[src/rtl/regfile_wport_arbiter.sv]
// Arbitrates the register file write port between the WB stage and a queued
// multi-cycle result stream, with a forced one-cycle stall against starvation.
module regfile_wport_arbiter #(
  parameter int DEPTH      = 2,
  parameter int STARVE_MAX = 4
) (
  input  logic        clk,
  input  logic        rst,
  input  logic        wb_valid,
  input  logic [4:0]  wb_rd,
  input  logic [31:0] wb_data,
  input  logic        mc_valid,
  output logic        mc_ready,
  input  logic [4:0]  mc_rd,
  input  logic [31:0] mc_data,
  output logic        stall_o,
  output logic [31:0] busy_mask,
  output logic        rf_we,
  output logic [4:0]  rf_rd,
  output logic [31:0] rf_wdata,
  output logic        err
);

  localparam int AW = (DEPTH > 1) ? $clog2(DEPTH) : 1;
  localparam int CW = AW + 1;
  localparam int SW = $clog2(STARVE_MAX + 1);
  localparam logic [CW-1:0] FULL_CNT    = CW'(DEPTH);
  localparam logic [SW-1:0] STARVE_LAST = SW'(STARVE_MAX - 1);

  // Valid/ready: an mc result transfers on a cycle where mc_valid && mc_ready;
  // mc_ready depends only on registered occupancy. WB has no backpressure.

  logic [4:0]       rd_q   [DEPTH];
  logic [31:0]      data_q [DEPTH];
  logic [DEPTH-1:0] valid_q;
  logic [AW-1:0]    wptr;
  logic [AW-1:0]    rptr;
  logic [CW-1:0]    count;
  logic [SW-1:0]    starve;

  logic full;
  logic empty;
  logic accept;
  logic push;
  logic pop;
  logic wb_write;
  logic head_denied;
  logic stall_n;
  logic [SW-1:0] starve_n;
  logic fifo_fault;
  logic viol;

  assign full     = (count == FULL_CNT);
  assign empty    = (count == '0);
  assign mc_ready = !full;
  assign accept   = mc_valid && mc_ready;
  // x0 results are accepted from the source but never occupy a slot.
  assign push     = accept && (mc_rd != 5'd0);

  // WB wins whenever it carries a real write, even in a stall cycle (that
  // case is a protocol error and the head simply keeps waiting).
  assign wb_write    = wb_valid && (wb_rd != 5'd0);
  assign pop         = !empty && !wb_write;
  assign head_denied = !empty && !pop;

  always_comb begin
    starve_n = starve;
    stall_n  = 1'b0;
    if (empty || pop) begin
      starve_n = '0;
    end else if (starve == STARVE_LAST) begin
      stall_n  = 1'b1;
    end else begin
      starve_n = starve + SW'(1);
    end
  end

  always_comb begin
    busy_mask = '0;
    for (int i = 0; i < DEPTH; i++) begin
      if (valid_q[i]) busy_mask[rd_q[i]] = 1'b1;
    end
    busy_mask[0] = 1'b0;
  end

  // Slot-level consistency: a push onto an occupied slot or a pop of an
  // empty slot means the occupancy count and the slots disagree.
  assign fifo_fault = (push && valid_q[wptr]) || (pop && !valid_q[rptr]);

  assign viol = (wb_valid && stall_o)
              || (wb_write && busy_mask[wb_rd])
              || fifo_fault;

  always_ff @(posedge clk) begin
    if (push) begin
      rd_q[wptr]   <= mc_rd;
      data_q[wptr] <= mc_data;
    end
  end

  always_ff @(posedge clk) begin
    if (rst) begin
      valid_q <= '0;
      wptr    <= '0;
      rptr    <= '0;
      count   <= '0;
    end else begin
      if (push) begin
        valid_q[wptr] <= 1'b1;
        wptr          <= wptr + AW'(1);
      end
      if (pop) begin
        valid_q[rptr] <= 1'b0;
        rptr          <= rptr + AW'(1);
      end
      case ({push, pop})
        2'b10:   count <= count + CW'(1);
        2'b01:   count <= count - CW'(1);
        default: count <= count;
      endcase
    end
  end

  always_ff @(posedge clk) begin
    if (rst) begin
      rf_we    <= 1'b0;
      rf_rd    <= '0;
      rf_wdata <= '0;
      stall_o  <= 1'b0;
      starve   <= '0;
      err      <= 1'b0;
    end else begin
      rf_we <= wb_write || pop;
      if (wb_write) begin
        rf_rd    <= wb_rd;
        rf_wdata <= wb_data;
      end else if (pop) begin
        rf_rd    <= rd_q[rptr];
        rf_wdata <= data_q[rptr];
      end
      stall_o <= stall_n && head_denied;
      starve  <= starve_n;
      err     <= err || viol;
    end
  end

endmodule

[config.mk]
export PLATFORM = sky130hd
export DESIGN_NAME = regfile_wport_arbiter
export DESIGN_NICKNAME = d
export VERILOG_FILES = /design/src/rtl/regfile_wport_arbiter.sv
export SDC_FILE = /design/constraint.sdc
export NUM_CORES = 1
export LEC_CHECK = 0
export CAP_MARGIN = 10
export CELL_PAD_IN_SITES_DETAIL_PLACEMENT = 1
export CELL_PAD_IN_SITES_GLOBAL_PLACEMENT = 1
export CORE_MARGIN = 4
export CORE_UTILIZATION = 40
export DETAILED_ROUTE_END_ITERATION = 12
export GPL_ROUTABILITY_DRIVEN = 0
export PLACE_DENSITY = 0.89
export SYNTH_ARGS = -nofsm -noshare
export SYNTH_HDL_FRONTEND = slang
export SYNTH_SLANG_ARGS = --single-unit
[constraint.sdc]
create_clock -name clk -period 5.3 [get_ports clk]
set_clock_uncertainty 0.2 [all_clocks]
set_input_delay 0.795 -clock clk [delete_from_list [all_inputs] [get_ports clk]]
set_output_delay 0.795 -clock clk [all_outputs]
set_load 0.005 [all_outputs]
# Yosys cells after proc, flatten, opt, wreduce, memory -nomap -nowiden
# Memory sizes are Yosys's and may differ from the RTL's. A register that Yosys moved wholly into a read port is not among the register bits.
# Cells that the tools add are included.
# word_totals
mem_count,2
regBits,49
ramBits,74
output_inout_bits,73
input_bits,78
elab_cells,97
# memory_table
name,words,word_bits,rd,rd_clocked_by_memory_dff,write_ports,line_no,source
data_q,2,32,1,1,1,34,logic [31:0] data_q [DEPTH];
rd_q,2,5,3,1,1,33,logic [4:0] rd_q [DEPTH];
# op_classes
n_mux,32
add_sub_neg,5
n_bitwise,4
n_eq_ne,4
n_reduce_logical,31
n_lt_le_gt_ge,9
# op_table
cell,count
32-bit two-way mux,4
32-bit bitwise OR,1
"5-bit by 6-bit < comparator with 1-bit output, second input constant",3
1-bit two-way mux,17
1-bit logical AND,14
1-bit demux with 5-bit select,2
"5-bit by 1-bit >= comparator with 1-bit output, second input constant",2
5-bit two-way mux,2
5-bit nonzero test,2
1-bit logical OR,6
2-bit two-way mux,3
1-bit binary-select mux with 5-bit select,1
1-bit zero test,5
"2-bit equality test, second input constant",2
"1-bit by 2-bit < comparator with 1-bit output, second input constant",2
2-bit case mux with 2 select lines,1
2-bit nonzero test,2
"3-bit by 1-bit adder with 3-bit output, second input constant",1
"3-bit by 2-bit equality test with 1-bit output, second input constant",1
"1-bit adder, second input constant",2
"2-bit by 1-bit adder with 2-bit output, second input constant",1
2-bit AND,1
1-bit demux with 1-bit select,2
"2-bit by 1-bit equality test with 1-bit output, second input constant",1
6 further kinds,7

# Logic depth before layout (Yosys ltp)
# An unclocked memory read counts as a cell.
# logic_depth
word_depth,14
mapped_depth,9
ltp_nobuf,7

# Least setup slack after synthesis
# Ideal clock, no wire load.
# synth_timing
path_type,input port to flip-flop
start,input port mc_rd[3]
end,register valid_q[0]
cell_stages,5
setup_ns,0.073
path_buffers,0
t_required_ns,5.027
t_arrival_ns,3.038
setup_slack_ns,1.989
cell_sequence,or4_1 -> o211ai_2 -> nor2_1 -> o32ai_1 -> nor2_1
# synth_via
elab_chain_len,6
# synth_rtl
element,line_no,source
"start, declared",14,"input logic [4:0] mc_rd,"
5-bit nonzero test *,58,assign push = accept && (mc_rd != 5'd0);
1-bit logical AND *,58,
2-bit two-way mux *,108,if (push) begin
2-bit two-way mux *,102,if (rst) begin
2-bit AND (no line),-,
2-bit two-way mux *,112,if (pop) begin
"end signal, assigned",103,valid_q <= '0;
"end signal, assigned by index",109,valid_q[wptr] <= 1'b1;
"end signal, assigned by index",113,valid_q[rptr] <= 1'b0;
"end, declared",35,logic [DEPTH-1:0] valid_q;
# Every way passes the cells marked *; elsewhere a longest branch is shown, timed or not. The select of a mux whose other input is x is not followed.
# A chain may end at the register's enable or synchronous reset.

# Worst setup path in the final report
# layout_timing
start,input port wb_rd[0]
end,register count[1]
# layout_via
elab_chain_len,6
elab_cells_between_ends,8
cone_classes,eq/ne (2); mux (1); reduce/logical (5)
# layout_rtl
element,line_no,source
"start, declared",10,"input logic [4:0] wb_rd,"
5-bit nonzero test *,62,assign wb_write = wb_valid && (wb_rd != 5'd0);
1-bit logical AND *,62,
1-bit zero test *,63,assign pop = !empty && !wb_write;
1-bit logical AND *,63,
named net pop,45,logic pop;
2-bit by 1-bit equality test with 1-bit output / 2-bit equality test (equally long branches),116,"case ({push, pop})"
2-bit case mux with 2 select lines / 2-bit nonzero test (equally long branches),-,
"end signal, assigned",117,2'b10: count <= count + CW'(1);
"end signal, assigned",118,2'b01: count <= count - CW'(1);
"end signal, assigned",119,default: count <= count;
"end, declared",38,logic [CW-1:0] count;
# Mark *: on every way through the listed nets, which the timed path passes. The rest lies on a longest branch.

==> qor.csv <==
stage;metric;value;unit
setup_path;critical path class;in -> reg;
global_routing;first-pass GRT wire length;27830;um
setup_path;CP arrival;3.58;ns
logic_synthesis;yosys warns;0;
worst_hold_path;worst hold-check path type;reg -> reg;
die;Std-Cell Rows;42;
setup_path;reg2reg setup slack;2.63;ns
die;die area;15930;um2
detailed_routing;DR top layer;met4;
power_and_ir_drop;worst vdd ir;0.2706;mV
detailed_routing;DR iter-0 viols;412;
setup_path;r2r startpoint;rd_q[1][4]$_DFFE_PP_;
global_routing;vias in the first global route;5181;
power_and_ir_drop;leakage power;2.587;nW
logic_synthesis;post-synthesis net count;577;
cells_and_area;Fill cells;1454;
clock_tree;CTS sink cnt;124;
clock_tree;Root Driver;clkbuf_16;
setup_path;FF-to-FF End;err$_SDFF_PP0_;
cells_and_area;share of cells above drive strength 1;6.583;%
setup_path;required time at the worst-slack endpoint;5.42;ns
clock_tree;clock buffer depth;2;
worst_hold_path;Hold Path Sink;starve[2]$_SDFFE_PP0N_;
logic_synthesis;Netlist cell types;53;
sta;worst hold slack;0.3068;ns
cells_and_area;number of diodes;0;
sta;fmax;0.2886;GHz
sta;fin crit share;65.38;%
sta;Final Hold Fails;0;
clock_tree;hold_buf cts;0;
global_routing;pin count of the biggest net entering global routing;50;
clock_tree;CTS resizes;0;
die;core area;13450;um2
cells_and_area;Post-Layout Inst Area;7724;um2
logic_synthesis;Avg Synthesized Cell Area;11.27;um2
clock_tree;setup bufs post-CTS;0;
logic_synthesis;Post-synth EDFFs;74;
detailed_routing;Initial DRT Pass Iterations;5;
place;buffers added on ports;149;
detailed_routing;Residual DRC;0;
run;Max-Cap Viols;0;
die;Die X;126.2;um
die;initial core utilization;41.55;%
logic_synthesis;dominant synthesized flop cell;edfxtp_1;
cells_and_area;Finished Layout Cells;814;
setup_path;CP Launch Type;input pin;
worst_hold_path;Hold Crit Start;starve[2]$_SDFFE_PP0N_;
clock_tree;TritonCTS Buffers;17;
cells_and_area;final core occ;57.41;%
sta;Slew Viols, Final;0;
setup_path;Critical Path End Type;flip-flop;
worst_hold_path;hold path depth;2;
power_and_ir_drop;Power Density;459.8;nW/um2
status;status;completed;
sta;actual transition at the worst max-transition pin;1.164;ns
sta;Rel. slew slack;22.23;%
clock_tree;clk_lat worst skew;0.41;ns
cells_and_area;# nets final;707;
detailed_routing;Met3 Routed Length;1514;um
logic_synthesis;sequential area share after synthesis;57.67;%
sta;minimum clock period;3.465;ns
logic_synthesis;Syn Std Cell Area;5589;um2
clock_tree;H-Tree Depth;4;
detailed_routing;final WL;17470;um
setup_path;Crit Path Max Fanout;30;
detailed_routing;Met1 Wirelength;6791;um
clock_tree;CTS tree;yes;
detailed_routing;Avg WL per Cell;21.47;um
place;Final HPWL DP;11750;um
detailed_routing;vias post-DR;4707;
place;Cell Area, Placed;7148;um2
detailed_routing;met2 WL;8827;um
cells_and_area;synth-to-layout area growth;38.19;%
global_routing;GRT overflow;0;
logic_synthesis;async set or reset register ratio after synthesis;0;%
logic_synthesis;Gate Count Post-Synth;496;
die;Die Height;126.2;um
clock_tree;Reg clk slew, reported paths;0.05;ns
detailed_routing;post-route ant nets;0;
setup_path;Reg2Reg Depth;6;
logic_synthesis;register bit count reported by yosys;124;
die;# IOs;151;
sta;number of setup violations in the final report;0;
global_routing;initial antenna violation count;0;
sta;Total Neg Setup Slack;0;ns
sta;RSZ-0062 raised after global routing;no;
place;Inst Count DP;783;
global_routing;Global Route Usage Sum;22.09;%
detailed_routing;vias per cell;5.783;
where the power goes:
part	internal (mW)	total, mW	switching (mW)
clock	0.745	1.14	0.391
sequential	1.23	1.36	0.128
combinational	0.458	1.06	0.601
sequential cells by signal (all words and copies together) (netlist names), 2 cells and up, named ones only:
name / cells
rf_rd: 5
valid_q: 2
starve: 3
rf_wdata: 32
data_q: 64
count: 2
rd_q: 10
through the flow:
stage          setup WS (ns)  power [mW]
4_1_cts                1.848       3.580
2_1_floorplan          1.989       1.984
3_3_place_gp           1.553       2.335
6_report               1.835       3.552
5_1_grt                1.715       3.748
3_5_place_dp           1.446       2.412
layout by cell type (no fill, tap or decap), drive strengths merged, types with 3 or more instances in the layout:
master / Yosys / layout
a211oi: 36 / 36
a21oi: 40 / 40
and3: 3 / 3
buf: 20 / 4
bufinv: 0 / 3
clkbuf: 21 / 23
clkdlybuf4s50: 0 / 148
clkinv: 0 / 5
dfxtp: 50 / 50
edfxtp: 74 / 74
ha: 3 / 3
inv: 6 / 6
mux2i: 45 / 45
nand2: 3 / 3
nand2b: 6 / 6
nand3: 3 / 3
nand4b: 7 / 7
nand4bb: 6 / 6
nor2: 91 / 91
o21ai: 3 / 3
o221ai: 4 / 4
o22ai: 31 / 31
or2: 4 / 4
or4b: 3 / 3
xnor2: 3 / 3
xor2: 4 / 4
final cells by class:
class	instances	area, um2	share of cell area, %
sequential	124	3224	41.75
multi-input combinational	325	2172	28.12
timing repair buffer	152	1509	19.54
clock buffer	23	457.9	5.929
tap	176	220.2	2.851
clock inverter	8	117.6	1.523
inverter	6	22.52	0.2916
worst max-delay path: stages:
cell             delay, ns
clkdlybuf4s50_1       0.64
or2_1                 0.38
o41a_2                0.65
nor2_2                0.29
ha_1                  0.31
or3_1                 0.35
a21oi_1               0.15
cell usage after synthesis (3+ instances only):
cell | n | area (um2)
a211oi_1 | 36 | 270.3
a21oi_1 | 40 | 200.2
and3_1 | 3 | 18.77
buf_2 | 15 | 75.07
clkbuf_1 | 21 | 78.83
dfxtp_1 | 50 | 1001
edfxtp_1 | 74 | 2222
ha_1 | 3 | 37.54
inv_1 | 6 | 22.52
mux2i_1 | 45 | 450.4
nand2_1 | 3 | 11.26
nand2b_1 | 6 | 37.54
nand3_1 | 3 | 15.01
nand4b_1 | 7 | 61.31
nand4bb_1 | 6 | 67.56
nor2_1 | 90 | 337.8
o21ai_0 | 3 | 15.01
o22ai_1 | 31 | 193.9
or2_1 | 3 | 18.77
or4b_1 | 3 | 30.03
xnor2_1 | 3 | 26.28
xor2_1 | 4 | 35.03
how the worst max path moves through the flow:
stage,start,endpoint,depth (start not counted),slack (ns)
6_report,wb_rd[0],count[1]$_SDFFE_PP0P_,7,1.83
5_1_grt,wb_rd[0],count[1]$_SDFFE_PP0P_,7,1.71
4_1_cts,wb_rd[0],count[1]$_SDFFE_PP0P_,7,1.85
3_5_place_dp,wb_rd[0],count[1]$_SDFFE_PP0P_,7,1.45
3_3_place_gp,wb_rd[0],count[1]$_SDFFE_PP0P_,7,1.55
2_1_floorplan,mc_rd[3],valid_q[0]$_SDFF_PP0_,5,1.99
cell families after synthesis:
group | Yosys count | synth area share (%)
buf+inv | 47 | 3.761
flops | 124 | 57.67
other cells | 1 | 0.06709
mux | 47 | 8.663
simple gates | 136 | 12.31
xor+xnor | 7 | 1.097
compound gates | 131 | 15.76
fa+ha+maj | 3 | 0.6717
per-layer routing:
metal  vias up  global-route usage [%]
met4         0                   6.751
li1       2148                       -
met5         -                       0
met1      2278                   26.20
met2       251                   38.40
met3        30                   6.901
No activity file was read; power rests on OpenSTA's default activity.
